[config.mk]
export PLATFORM = sky130hd
export DESIGN_NAME = led_bus_arbiter
export DESIGN_NICKNAME = d
export VERILOG_FILES = /design/src/rtl/led_bus_pkg.sv /design/src/rtl/rr_arb2.sv /design/src/rtl/led_bus_arbiter.sv
export SDC_FILE = /design/constraint.sdc
export NUM_CORES = 1
export LEC_CHECK = 0
export CAP_MARGIN = 20
export CORE_MARGIN = 8
export CORE_UTILIZATION = 28
export CTS_CLUSTER_DIAMETER = 100
export DETAILED_ROUTE_END_ITERATION = 8
export PLACE_DENSITY_LB_ADDON = 0.2
export SLEW_MARGIN = 20
export SYNTH_ARGS = -nofsm -noshare
export SYNTH_HDL_FRONTEND = slang
export SYNTH_HIERARCHICAL = 1
export SYNTH_SLANG_ARGS = --single-unit
[constraint.sdc]
create_clock -name clk -period 2.1 [get_ports clk]
set_input_delay 0.315 -clock clk [delete_from_list [all_inputs] [get_ports clk]]
set_output_delay 0.315 -clock clk [all_outputs]
set_load 0.005 [all_outputs]
[src/rtl/led_bus_pkg.sv]
// Shared encodings and defaults for the two-master LED bus arbiter.
package led_bus_pkg;

  typedef enum logic [1:0] {
    ST_IDLE  = 2'd0,
    ST_GRANT = 2'd1,
    ST_ACK   = 2'd2
  } state_t;

  localparam logic [31:0] LED_ADDR_DEFAULT = 32'hFFFF_F060;
  localparam int          LED_W_DEFAULT    = 24;

  // Word-address match: the two byte-offset bits never take part.
  function automatic logic addr_hit(input logic [31:0] addr, input logic [31:0] base);
    return (addr & 32'hFFFF_FFFC) == (base & 32'hFFFF_FFFC);
  endfunction

endpackage

[src/rtl/rr_arb2.sv]
// Two-way round-robin pick: a lone requester wins, a tie goes to the one not served last.
module rr_arb2 (
  input  logic [1:0] req,
  input  logic       last,
  output logic       grant
);

  always_comb begin
    grant = 1'b0;
    case (req)
      2'b01:   grant = 1'b0;
      2'b10:   grant = 1'b1;
      2'b11:   grant = ~last;
      default: grant = 1'b0;
    endcase
  end

endmodule

[src/rtl/led_bus_arbiter.sv]
// Arbitrates two bus masters onto a single memory-mapped LED register.
// Optional blink mask and phase divider are enabled with macro LED_BLINK_EN.
module led_bus_arbiter
  import led_bus_pkg::*;
#(
  parameter logic [31:0] LED_ADDR  = LED_ADDR_DEFAULT,
  parameter int          LED_W     = LED_W_DEFAULT
`ifdef LED_BLINK_EN
  ,
  parameter int          BLINK_DIV = 25_000_000
`endif
) (
  input  logic             clk,
  input  logic             rst,
  input  logic             m0_req,
  input  logic             m0_we,
  input  logic [31:0]      m0_addr,
  input  logic [31:0]      m0_wdata,
  output logic             m0_ack,
  output logic [31:0]      m0_rdata,
  input  logic             m1_req,
  input  logic             m1_we,
  input  logic [31:0]      m1_addr,
  input  logic [31:0]      m1_wdata,
  output logic             m1_ack,
  output logic [31:0]      m1_rdata,
  output logic [LED_W-1:0] led
);

  state_t           state_reg;
  state_t           state_next;
  logic             grant_load;
  logic             arb_grant;
  logic             winner_reg;
  logic             last_reg;
  logic [LED_W-1:0] led_reg;
  logic [31:0]      rdata_reg;
  logic [31:0]      rd_word;
  logic             sel_we;
  logic [31:0]      sel_addr;
  logic [31:0]      sel_wdata;
  logic             hit_led;
  logic             commit;

  rr_arb2 u_rr_arb2 (
    .req   ({m1_req, m0_req}),
    .last  (last_reg),
    .grant (arb_grant)
  );

  // Requesters hold their command stable until ack, so the winner's live inputs are used.
  always_comb begin
    sel_we    = winner_reg ? m1_we    : m0_we;
    sel_addr  = winner_reg ? m1_addr  : m0_addr;
    sel_wdata = winner_reg ? m1_wdata : m0_wdata;
  end

  assign hit_led = addr_hit(sel_addr, LED_ADDR);
  assign commit  = (state_reg == ST_GRANT);

  always_comb begin
    state_next = state_reg;
    grant_load = 1'b0;
    case (state_reg)
      ST_IDLE: begin
        if (m0_req || m1_req) begin
          state_next = ST_GRANT;
          grant_load = 1'b1;
        end
      end
      ST_GRANT: state_next = ST_ACK;
      ST_ACK:   state_next = ST_IDLE;
      default:  state_next = ST_IDLE;
    endcase
  end

`ifdef LED_BLINK_EN
  localparam logic [31:0] MASK_ADDR = LED_ADDR + 32'd4;
  logic             hit_mask;
  logic [LED_W-1:0] mask_reg;
  logic [31:0]      div_cnt_reg;
  logic             phase_reg;
  logic [LED_W-1:0] led_out_reg;

  assign hit_mask = addr_hit(sel_addr, MASK_ADDR);
`endif

  always_comb begin
    rd_word = '0;
    if (hit_led) begin
      rd_word[LED_W-1:0] = led_reg;
    end
`ifdef LED_BLINK_EN
    else if (hit_mask) begin
      rd_word[LED_W-1:0] = mask_reg;
    end
`endif
  end

  always_ff @(posedge clk or posedge rst) begin
    if (rst) begin
      state_reg  <= ST_IDLE;
      winner_reg <= 1'b0;
      last_reg   <= 1'b1;
      led_reg    <= '0;
      rdata_reg  <= '0;
    end else begin
      state_reg <= state_next;
      if (grant_load) begin
        winner_reg <= arb_grant;
        last_reg   <= arb_grant;
      end
      // Read data is captured in GRANT so the ACK cycle shows the pre-write value.
      if (commit) begin
        rdata_reg <= sel_we ? 32'd0 : rd_word;
        if (sel_we && hit_led) begin
          led_reg <= LED_W'(sel_wdata);
        end
      end
    end
  end

`ifdef LED_BLINK_EN
  always_ff @(posedge clk or posedge rst) begin
    if (rst) begin
      mask_reg    <= '0;
      div_cnt_reg <= '0;
      phase_reg   <= 1'b0;
      led_out_reg <= '0;
    end else begin
      if (commit && sel_we && hit_mask) begin
        mask_reg <= LED_W'(sel_wdata);
      end
      if (div_cnt_reg == 32'(BLINK_DIV - 1)) begin
        div_cnt_reg <= '0;
        phase_reg   <= ~phase_reg;
      end else begin
        div_cnt_reg <= div_cnt_reg + 32'd1;
      end
      led_out_reg <= led_reg ^ (mask_reg & {LED_W{phase_reg}});
    end
  end

  assign led = led_out_reg;
`else
  assign led = led_reg;
`endif

  assign m0_ack   = (state_reg == ST_ACK) && !winner_reg;
  assign m1_ack   = (state_reg == ST_ACK) &&  winner_reg;
  assign m0_rdata = m0_ack ? rdata_reg : 32'd0;
  assign m1_rdata = m1_ack ? rdata_reg : 32'd0;

endmodule
==> results.py <==
metrics = {
    "status": {
        "status": "finished, violations left",
        "failed_checks": "setup timing",
    },
    "synth": {
        "ys_seq_area_share_pct": 46.1,
        "synthTopCellsByArea": "dfrtp_1, mux2_2, and2_1",
        "yosysTopAreaCell": "dfrtp_1",
        "synthCells": 244,
        "syn_area_per_cell_um2": 11.6,
        "synth_top_area_share_pct": 45.2,
        "syn_area_um2": 2830,
        "synth.ff_latch_count": 52,
        "yosys_warnings": 6,
        "synth.distinct_cells": 29,
    },
    "placement": {
        "place_hpwl_um": 7960,
        "port_buffers": 187,
        "gp_congestion": 0.767,
        "placed_area_um2": 4900,
    },
    "timing": {
        "worst_slew_pin_slew_ps": 548,
        "setup_slack_ps": -156,
        "finalCritPeriodShare_pct": 107,
        "finalHoldViolCount": 0,
        "max_freq_ghz": 0.443,
        "finalCriticalPeriod_ps": 2260,
        "relSlewSlack_pct": 63.4,
        "clock_skew_ps": 7.53,
        "rsz0062_at_grt": "true",
        "drv_slew": 0,
        "setup-violations-final": 43,
    },
    "critical_path": {
        "crit_chain": "or4b_4 -> nor4_4 -> o22ai_2 -> nor3b_4 -> buf_12 -> buf_12 -> mux2_4",
        "worst_setup_path_start_kind": "flop",
        "crit_required_ps": 2280,
        "cp_slowest_cell": "or4b_4",
        "worstSetupPathType": "reg -> reg",
        "critPathMaxFanout": 6,
        "critPathLaunch": "winner_reg",
        "rr_startpoint": "winner_reg",
        "crit_top_cell": "buf_12",
        "critPathCaptureType": "flop",
        "worst_ep_arrival_time_ps": 2430,
        "max_stage_delay_ps": 480,
    },
    "global_routing": {
        "grt_pass1_vias": 2942,
        "grt_pass1_wl_um": 16100,
        "grt_max_degree": 29,
        "grt-ovfl-total": 0,
        "grt_usage_pct": 15.3,
        "antenna_found_initial": 0,
    },
    "detailed_routing": {
        "routed_via_density": 4.46,
        "totalWireLength_um": 10600,
        "drt_iter0_drc": 56,
        "drt-wirelength-per-cell_um": 18.2,
        "drc_errors": 0,
        "ant_nets": 0,
        "drt-pass1-iter-count": 4,
        "vias": 2602,
    },
    "floorplan": {
        "start_util_pct": 28.9,
        "die_h_um": 116,
        "dieArea_um2": 13600,
        "io_pins": 224,
        "die_w_um": 116,
        "rows": 36,
        "fp.coreArea_um2": 9770,
    },
    "pwr": {
        "comb_power_share_pct": 41.4,
        "p_sw_share_pct": 30.2,
        "max-vdd-ir-drop_v": 0.000278,
        "intPower_mw": 1.91,
        "p_clk_share_pct": 19.0,
        "leakage_nw": 2.42,
        "p_sw_mw": 0.830,
        "sequentialPowerShare_pct": 39.6,
        "powerDensity_nw_per_um2": 526,
    },
    "clock_tree": {
        "cts_tree": "built",
        "numCtsBuffers": 5,
        "cts-root-buf": "clkbuf_8",
        "cts.sinks": 52,
        "htreeDepth": 2,
        "clk_pin_slew_ps": 80,
        "clock_latency_ps": 290,
        "clock_path_buffers": 2,
    },
    "finish": {
        "layout-drive-gt1-share_pct": 33.9,
        "layout_commonest_cell": "clkdlybuf4s50_1",
        "area_growth_pct": 84.5,
        "postLayoutCoreUtil_pct": 53.3,
        "final_cell_mix": "clkdlybuf4s50_1, dfrtp_1, and2_1",
        "fin_area_um2": 5210,
        "diodes": 0,
        "layout.nets": 585,
    },
    "job": {
        "maxCapViolCount": 0,
    },
    "worst_hold_path": {
        "min_path_type": "in -> async",
    },
}
## cells in the mapped netlist, drive strengths merged
master  count
o21ai       1
nor4        4
nand4b      2
nand3       5
nand2b      2
nor3b       2
a21boi      1
a22o       24
o22ai       1
and3b       1
nand2       4
nor2        2
nand4       4
or4b        1
clkbuf     10
and2       48
inv         2
nor3        3
dfstp       1
mux2       51
or4         3
conb        1
buf        20
dfrtp      51
## per-layer routing
metal | wire length, µm | global-route usage [%]
met1 | 4210 | 17.5
met3 | 844 | 4.29
met2 | 5480 | 27.9
met4 | 99 | 3.11
met5 | 0 | 0
## worst paths after layout
path | to | slack [ps] | cells past startpoint
worst max-delay path | led[2] | -160 | 7
worst min-delay path | led[6] | 390 | 2
worst max register to register | led[2] | -160 | 7
worst min register to register | rdata_reg[21] | 520 | 1
max in group asynchronous | rdata_reg[16] | 1170 | 3
min in group clk | rdata_reg[21] | 520 | 1
## cells by family after synthesis
group           Yosys count  share of synthesized area [%]
flops                    52                           46.1
compound gates           27                           8.23
mux                      51                           20.3
other cells               1                          0.133
simple gates             81                           18.2
buf+inv                  32                           6.99
## cell type report
| class | count | area, µm² |
|---|---|---|
| Sequential cell | 52 | 1300 |
| Timing Repair Buffer | 215 | 2070 |
| Clock buffer | 6 | 72.6 |
| Clock inverter | 1 | 5.00 |
| Fill cell | 923 | 4560 |
| Tap cell | 133 | 166 |
| Multi-Input combinational cell | 175 | 1590 |
| Inverter | 2 | 7.51 |
## worst max-delay path, delay by kind of cell (launching register included)
family	cells	cell delay [ps]
DFF	1	400
and+or+nand+nor	3	1020
buffers and inverters	2	310
muxes	1	300
AOI/OAI and AO/OA	1	120
## power by group through the flow
stage                     Clock (mW)  Sequential (mW)  Combinational (mW)
after floorplan                    0             1.09               0.507
after global placement             0             1.10               0.967
after detailed placement           0             1.10               0.969
after CTS                      0.553             1.09                1.11
after global routing           0.585             1.09                1.23
final                          0.520             1.09                1.14
## metrics by stage
| stage | hold WS [ps] | cells | setup TNS, ps | power, mW | setup slack (ps) |
|---|---|---|---|---|---|
| after global placement | 491 | 565 | -29160 | 2.07 | -671 |
| after CTS | 401 | 585 | -2780 | 2.75 | -153 |
| final | 389 | 584 | -3810 | 2.74 | -156 |
| after detailed placement | 500 | 565 | -30730 | 2.07 | -720 |
| after global routing | 432 | 584 | -8510 | 2.91 | -241 |
| after floorplan | 459 | 259 | -2230 | 1.60 | -111 |
## what timing repair did
action / CTS / global route
setup buffers: 9 / 3
hold buffers: 0 / 0
setup endpoints to repair: 98 / 66
gates cloned: 4 / 1
resized for setup: 106 / 130
pin swaps: 12 / 5
(Power assumes the default switching activity.)
